**config.mk**
```make
export PLATFORM = sky130hd
export DESIGN_NAME = cond_logic_banked
export DESIGN_NICKNAME = d
export VERILOG_FILES = /design/src/rtl/cond_logic_banked.sv
export SDC_FILE = /design/constraint.sdc
export NUM_CORES = 1
export LEC_CHECK = 0
export ABC_CLOCK_PERIOD_IN_PS = 6300
export CAP_MARGIN = 5
export CORE_MARGIN = 1
export CORE_UTILIZATION = 51
export CTS_BUF_LIST = sky130_fd_sc_hd__clkbuf_8
export CTS_CLUSTER_SIZE = 16
export DETAILED_ROUTE_END_ITERATION = 6
export DONT_BUFFER_PORTS = 1
export GPL_TIMING_DRIVEN = 0
export PLACE_DENSITY = 0.66
export SYNTH_ARGS = -nofsm -noshare
export SYNTH_HDL_FRONTEND = slang
export SYNTH_SLANG_ARGS = --single-unit
```
**constraint.sdc**
```tcl
create_clock -name clk -period 6.3 [get_ports clk]
set_clock_uncertainty 0.05 [all_clocks]
set_input_delay 1.575 -clock clk [delete_from_list [all_inputs] [get_ports clk]]
set_output_delay 1.575 -clock clk [all_outputs]
set_load 0.05 [all_outputs]
```
**src/rtl/cond_logic_banked.sv**
```systemverilog
// ============================================================================
// Module      : cond_logic_banked
// Description : ARM-style condition unit with banked NZCV flags, save/restore
//               copies and saturating executed/squashed event counters.
// Revision    : 1.0 - initial release
// ============================================================================
`default_nettype none

module cond_logic_banked #(
    parameter int NBANK = 2,
    parameter int CNTW  = 16,
    parameter int BW    = (NBANK > 1) ? $clog2(NBANK) : 1
) (
    input  logic            clk,
    input  logic            reset,
    input  logic            Valid,
    input  logic            PCS,
    input  logic            RegW,
    input  logic            NoWrite,
    input  logic            MemW,
    input  logic [1:0]      FlagW,
    input  logic [3:0]      Cond,
    input  logic [3:0]      ALUFlags,
    input  logic [BW-1:0]   Bank,
    input  logic            SaveFlags,
    input  logic            RestoreFlags,
    input  logic            CntClr,
    output logic            PCSrc,
    output logic            RegWrite,
    output logic            MemWrite,
    output logic            CondEx,
    output logic [3:0]      Flags,
    output logic [CNTW-1:0] ExecCount,
    output logic [CNTW-1:0] SquashCount
);

    localparam logic [BW:0]     c_NBANK   = (BW + 1)'(NBANK);
    localparam logic [CNTW-1:0] c_CNT_MAX = '1;

    logic [1:0]      r_nz    [NBANK];
    logic [1:0]      r_cv    [NBANK];
    logic [3:0]      r_saved [NBANK];
    logic [CNTW-1:0] r_exec;
    logic [CNTW-1:0] r_squash;

    logic       w_legal;
    logic       w_act;
    logic [3:0] w_live;
    logic       w_n, w_z, w_c, w_v;
    logic       w_pass;
    logic       w_cond_ex;

    assign w_legal = ({1'b0, Bank} < c_NBANK);
    assign w_act   = Valid & w_legal;

    // An illegal bank reads as all-zero flags.
    always_comb begin
        w_live = 4'b0000;
        for (int i = 0; i < NBANK; i++) begin
            if (w_legal && (Bank == BW'(i))) begin
                w_live = {r_nz[i], r_cv[i]};
            end
        end
    end

    assign {w_n, w_z, w_c, w_v} = w_live;

    always_comb begin
        w_pass = 1'b0;
        case (Cond)
            4'b0000: w_pass = w_z;
            4'b0001: w_pass = ~w_z;
            4'b0010: w_pass = w_c;
            4'b0011: w_pass = ~w_c;
            4'b0100: w_pass = w_n;
            4'b0101: w_pass = ~w_n;
            4'b0110: w_pass = w_v;
            4'b0111: w_pass = ~w_v;
            4'b1000: w_pass = w_c & ~w_z;
            4'b1001: w_pass = ~w_c | w_z;
            4'b1010: w_pass = (w_n == w_v);
            4'b1011: w_pass = (w_n != w_v);
            4'b1100: w_pass = ~w_z & (w_n == w_v);
            4'b1101: w_pass = w_z | (w_n != w_v);
            4'b1110: w_pass = 1'b1;
            default: w_pass = 1'b0;
        endcase
    end

    assign w_cond_ex = w_act & w_pass;

    assign CondEx      = w_cond_ex;
    assign PCSrc       = PCS & w_cond_ex;
    assign RegWrite    = RegW & ~NoWrite & w_cond_ex;
    assign MemWrite    = MemW & w_cond_ex;
    assign Flags       = w_live;
    assign ExecCount   = r_exec;
    assign SquashCount = r_squash;

    // Restore overrides the ALU write; save always captures the pre-edge live
    // value, so save+restore together performs a swap.
    always_ff @(posedge clk) begin
        if (reset) begin
            for (int i = 0; i < NBANK; i++) begin
                r_nz[i]    <= 2'b00;
                r_cv[i]    <= 2'b00;
                r_saved[i] <= 4'b0000;
            end
        end else begin
            for (int i = 0; i < NBANK; i++) begin
                if (w_act && (Bank == BW'(i))) begin
                    if (RestoreFlags) begin
                        r_nz[i] <= r_saved[i][3:2];
                        r_cv[i] <= r_saved[i][1:0];
                    end else if (w_cond_ex) begin
                        if (FlagW[1]) r_nz[i] <= ALUFlags[3:2];
                        if (FlagW[0]) r_cv[i] <= ALUFlags[1:0];
                    end
                    if (SaveFlags) begin
                        r_saved[i] <= {r_nz[i], r_cv[i]};
                    end
                end
            end
        end
    end

    always_ff @(posedge clk) begin
        if (reset || CntClr) begin
            r_exec   <= '0;
            r_squash <= '0;
        end else if (Valid) begin
            if (w_cond_ex) begin
                if (r_exec != c_CNT_MAX) r_exec <= r_exec + CNTW'(1);
            end else begin
                if (r_squash != c_CNT_MAX) r_squash <= r_squash + CNTW'(1);
            end
        end
    end

endmodule

`default_nettype wire

```
==> flow_summary.json, run 1 <==
{
  "diodes": 0,
  "wl_mm": 6.37,
  "fin_tns_setup_ns": 0,
  "layout_common_cells": "dfxtp_1, nand3_1, a21oi_1, nand2_1, o21ai_0",
  "grt_max_degree": 15,
  "multi_input_comb_area_um2": 1470,
  "syn_nets": 324,
  "drtPass1Iterations": 5,
  "clk_pin_slew_ns": 0.09,
  "dp_hpwl_mm": 4.70,
  "avgSynthCellArea_um2": 8.97,
  "cts_buffer_depth": 2,
  "synth-main-ff-cell": "dfxtp_1",
  "seqCellArea_um2": 1120,
  "wl_per_cell_um": 16.8,
  "route.detailed.drc": 0,
  "die_area_um2": 5590,
  "grt_pass1_wl_mm": 9.77,
  "grt_use_total": 0.235,
  "clock.fmax_mhz": 176,
  "synth_area_um2": 2700,
  "dr_total_vias": 2329,
  "root_buffer": "clkbuf_8",
  "drtIter0Drc": 177,
  "whs_ns": 0.479,
  "rsz0062_at_grt": "no",
  "worst_pin_slew_ns": 0.832,
  "layout-drive-gt1-share": 0.107,
  "synth-edff-count": 16,
  "final_common_cell": "dfxtp_1",
  "dp_cells": 371,
  "seq_area_frac_synth": 0.415,
  "cp_max_fo": 10,
  "synthCells": 301,
  "worstSetupStartpointType": "input port",
  "cts_sinks": 48,
  "cap_violations": 0,
  "grt_overflow": 0,
  "p_leak_uw": 0.00101,
  "finish.utilization": 0.565,
  "fin_nets": 331,
  "fillers": 483,
  "critPathKind": "in2out",
  "holdCritPathClass": "reg2reg",
  "ys_seq_elements": 48,
  "cp-end-kind": "output port",
  "die_w_um": 74.8,
  "vias_per_cell": 6.15,
  "p_per_area_nw_per_um2": 213,
  "async_flop_share": 0,
  "fin_crit_ns": 5.70,
  "area_growth_pct": 6.90,
  "antenna_found_initial": 0,
  "outcome": "complete, no violations",
  "io-pin-count": 61,
  "grt_pass1_vias": 1996,
  "clk_latency_ns": 0.30,
  "ant_nets": 0,
  "die_h_um": 74.8,
  "port_buffers": 0,
  "cts_buffers": 5,
  "yosys_warnings": 0,
  "setup_viol": 0,
  "cts_resized": 0,
  "cts_setup_buffers": 0,
  "hold_viol": 0,
  "slew_viol_final": 0,
  "worstPathArrival_ns": 4.07,
  "instances_no_fill": 379,
  "slew_headroom": 0.441,
  "num_rows": 26,
  "ctsHoldBuffers": 0,
  "required_ns": 4.68,
  "start_util": 0.529,
  "core_area_um2": 5110,
  "cts_htree_levels": 2,
  "ir_drop_uv": 104,
  "place.gp.congestion": 0.816,
  "cts_tree": "yes",
  "yosysUniqueCellTypes": 50,
  "timing.final.crit_share": 0.904
}
## final timing paths
check	cells after the start	end	slack, ns	startpoint
worst max register to register	8	ExecCount[2]$_SDFFE_PP0P_	3.50	r_nz[0][0]$_SDFFCE_PP0P_
worst min register to register	2	r_cv[0][0]$_SDFFCE_PP0P_	0.48	r_saved[0][0]$_SDFFCE_PN0P_
worst max-delay path	8	RegWrite	0.60	Bank
worst min-delay path	2	r_cv[0][0]$_SDFFCE_PP0P_	0.48	r_saved[0][0]$_SDFFCE_PN0P_
## logic make-up after synthesis
group | after synthesis | share of synthesized area
xor+xnor | 7 | 0.0227
buf+inv | 21 | 0.0436
mux | 7 | 0.0348
compound gates | 84 | 0.202
flops | 48 | 0.415
simple gates | 132 | 0.273
fa+ha+maj | 2 | 0.00927
## metrics by stage
stage               cell area [um2]  worst slack, ns  total power, uW
CTS                            2890            0.618              618
global placement               2790            0.108              428
finish                         2890            0.605              614
detailed placement             2790            0.628              429
floorplan                      2700            0.328              410
global route                   2890            0.491              636
## cell type report
| cell class | instances | share of cell area |
|---|---|---|
| clock inverters | 2 | 0.00390 |
| inverters | 7 | 0.00910 |
| flip-flops and latches | 48 | 0.388 |
| well taps | 70 | 0.0303 |
| clock buffers | 6 | 0.0286 |
| plain buffers | 14 | 0.0316 |
| multi-input cells | 232 | 0.508 |
## critical path, cell delays in order
cell,delay (ns)
mux2_4,0.37
a41o_1,0.25
or4_4,0.50
o211ai_2,0.11
o21ai_2,0.12
buf_2,0.23
buf_2,0.20
nor3b_2,0.71
## cell usage after synthesis (all sizes together) (3+ instances only)
cell     number  area, um2
or4           8       63.8
mux2i         3       30.0
mux2          3       37.5
and3         13       85.1
nand2b        3       18.8
a21oi        24        120
clkbuf        6       32.5
nand4         9       56.3
nand3        24        120
dfxtp        32        641
o21ai        20        104
a31oi         3       18.8
o21a          4       30.0
o31ai        10       75.1
xnor2         3       26.3
buf           6       38.8
nor2         10       40.0
xor2          4       35.0
or3          18        115
nor3          7       35.0
nand2        22       82.6
o2bb2ai       4       35.0
edfxtp       16        480
o21bai        6       45.0
inv           7       26.3
a31o          4       35.0
o211ai        4       35.0
and2         12       75.1
## metal layers
layer,up-vias,GRT usage,part of all wire
met2,67,0.370,0.47
met5,-,0,0
li1,1157,-,-
met4,0,0.0755,0.016
met3,9,0.0522,0.058
met1,1096,0.323,0.46
## sequential cells by signal, indices dropped and copies added, names as in the netlist
register,cells
r_cv,4
ExecCount,16
r_saved,8
r_nz,4
SquashCount,16
## report_power, final
part	internal, uW	leakage, uW	total, uW	switching, uW
clock	87.8	0.0000486	193	105
combinational	25.1	0.000536	86.6	61.4
sequential	327	0.000426	335	8.18
total	440	0.00101	614	174
Power figures use the tool's default switching activity.
==> run 2: changes to the inputs <==
--- a/config.mk
+++ b/config.mk
@@ -5,6 +5,7 @@
 export SDC_FILE = /design/constraint.sdc
 export NUM_CORES = 1
 export LEC_CHECK = 0
+export ABC_AREA = 1
 export ABC_CLOCK_PERIOD_IN_PS = 6300
 export CAP_MARGIN = 5
 export CORE_MARGIN = 1
==> flow_summary.json, run 2 <==
{
  "route.detailed.drc": 0,
  "cts_buffer_depth": 2,
  "synth_compound_area_frac": 0.0728,
  "synth_common_cells": "nand2_1, inv_1, nor2_1",
  "critPathKind": "in2out",
  "die_h_um": 79.9,
  "synthTopCellsByArea": "dfxtp_1, edfxtp_1, nand2_1",
  "cts_buffers": 5,
  "use_met2": 0.368,
  "worstSetupStartpointType": "input port",
  "worstPathArrival_ns": 3.94,
  "diodes": 0,
  "synth_fa_ha_area_frac": 0.00809,
  "drtIter0Drc": 120,
  "wl_per_cell_um": 13.1,
  "critPathMaxStageDelay_ns": 0.66,
  "slew_viol_final": 0,
  "antenna_found_initial": 0,
  "async_flop_share": 0,
  "ys_seq_elements": 48,
  "slew_headroom": 0.414,
  "vias_per_cell": 5.19,
  "wl_mm": 6.79,
  "final_common_cell": "nand2_1",
  "synth_simple_gate_area_frac": 0.394,
  "dp_cells": 512,
  "setup_viol": 0,
  "grt_pass1_wl_mm": 11.5,
  "core_area_um2": 5890,
  "top_usage_layer": "met2",
  "hold_viol": 0,
  "fin_crit_ns": 5.56,
  "grt_use_met3": 0.0537,
  "ant_nets": 0,
  "place.gp.congestion": 0.867,
  "critical-path-top-delay-family": "simple AND/OR/NAND/NOR gates",
  "cp_max_fo": 10,
  "grt_max_degree": 15,
  "yosysMostFrequentCell": "nand2_1",
  "cp_cell_sequence": "buf_6, inv_8, nand2_1, nand2_1, nand2_2, nand3_2, nand2_1, nand2_1, nand2_2, nor2_8, nor2_8, buf_6, nand2_1, nor2_1",
  "die_area_um2": 6380,
  "layout_common_cells": "nand2_1, inv_1, nor2_1, nand3_1, dfxtp_1",
  "crit_top_cell": "nand2_1",
  "worst_pin_slew_ns": 0.876,
  "reg2reg_slack_ns": 3.70,
  "p_leak_uw": 0.00132,
  "yosysUniqueCellTypes": 30,
  "port_buffers": 0,
  "synthMuxAreaShare": 0,
  "clk_pin_slew_ns": 0.09,
  "rsz0062_at_grt": "no",
  "yosys_warnings": 0,
  "cts_resized": 0,
  "avgSynthCellArea_um2": 7.08,
  "drtPass1Iterations": 4,
  "required_ns": 4.68,
  "holdCritPathClass": "reg2reg",
  "layout-drive-gt1-share": 0.103,
  "instances_no_fill": 520,
  "syn_nets": 460,
  "clk_latency_ns": 0.30,
  "ir_drop_uv": 162,
  "area_growth_pct": 6.03,
  "grt_overflow": 0,
  "outcome": "complete, no violations",
  "timing.final.crit_share": 0.883,
  "cts_sinks": 48,
  "root_buffer": "clkbuf_8",
  "synth-edff-count": 16,
  "start_util": 0.526,
  "cts_setup_buffers": 0,
  "dp_hpwl_mm": 5.22,
  "cp-end-kind": "output port",
  "cap_violations": 0,
  "die_w_um": 79.9,
  "cts_tree": "yes",
  "synth-main-ff-cell": "dfxtp_1",
  "ctsHoldBuffers": 0,
  "grt_use_total": 0.228,
  "synth_top_area_frac": 0.207,
  "fin_tns_setup_ns": 0,
  "synth_top_area_cell": "dfxtp_1",
  "num_rows": 28,
  "io-pin-count": 61,
  "crit_path_top_delay_cell": "nor2_1",
  "p_per_area_nw_per_um2": 190,
  "dr_total_vias": 2699,
  "synthXorXnorAreaFrac": 0.0679,
  "synthCells": 437,
  "fin_nets": 467,
  "synth_top_family_by_area": "simple AND/OR/NAND/NOR gates",
  "seq_area_frac_synth": 0.362,
  "cts_htree_levels": 2,
  "path_buf_inv": 3,
  "grt_pass1_vias": 2513,
  "use_met1": 0.306,
  "synth_area_um2": 3090,
  "clock.fmax_mhz": 180
}
-- run 2: cell types whose count changed in the layout (fill, tap and decap cells not counted), moves of 12 or more --
cell / previous run / this run
nand3_1: 24 / 38
inv_1: 8 / 50
and2_1: 12 / 0
o21ai_0: 19 / 6
nand2_1: 22 / 127
nor2_1: 9 / 44
xor2_1: 4 / 21
or3_1: 16 / 0
-- run 2: kinds of logic (layout without fill, tap and decap cells) --
kind of cell | after synthesis | count (layout)
xor+xnor | 24 | 24
buf+inv | 62 | 70
flops | 48 | 48
fa+ha+maj | 2 | 2
compound gates | 41 | 41
simple gates | 260 | 260
-- run 2: tightest hold or removal path, cell delays in order, from the launching register on --
cell and delay, ns:
edfxtp_1 0.34, nand2_1 0.06, nand2_1 0.05
-- run 2: power by group --
group / internal [uW] / switching (uW)
combinational: 27.4 / 70.7
sequential: 326 / 6.54
clock: 88.1 / 103
-- run 2: path summary, 6_finish.rpt --
kind / startpoint / to / depth (start not counted)
worst max register to register: ExecCount[0]$_SDFFE_PP0P_ / ExecCount[10]$_SDFFE_PP0P_ / 9
worst max-delay path: Bank / RegWrite / 14
worst min-delay path: r_saved[0][4]$_SDFFCE_PN0P_ / r_cv[1][0]$_DFFE_PP_ / 2
worst min register to register: r_saved[0][4]$_SDFFCE_PN0P_ / r_cv[1][0]$_DFFE_PP_ / 2
-- run 2: stage by stage --
stage | area (um2) | power, uW | hold slack, ns | util | worst slack [ns]
2_1_floorplan | 3090 | 421 | 0.437 | - | 0.923
3_3_place_gp | 3190 | 438 | 0.473 | 0.542 | 0.747
3_5_place_dp | 3190 | 439 | 0.460 | 0.542 | 0.740
4_1_cts | 3280 | 631 | 0.499 | 0.557 | 0.735
5_1_grt | 3280 | 650 | 0.529 | 0.557 | 0.621
6_report | 3280 | 623 | 0.496 | 0.557 | 0.738
-- run 2: metal layers --
layer / vias to the layer above / part of all wire
li1: 1419 / -
met4: 0 / 0.010
met3: 7 / 0.066
met5: - / 0
met2: 77 / 0.46
met1: 1196 / 0.46
-- run 2: final cells by class --
cell class                      count  area [um2]
Clock buffer                        6        82.6
Multi-Input combinational cell    327        1680
Fill cell                         613        2610
Tap cell                           75        93.8
Sequential cell                    48        1120
Inverter                           53         211
Buffer                              9        82.6
Clock inverter                      2        10.0
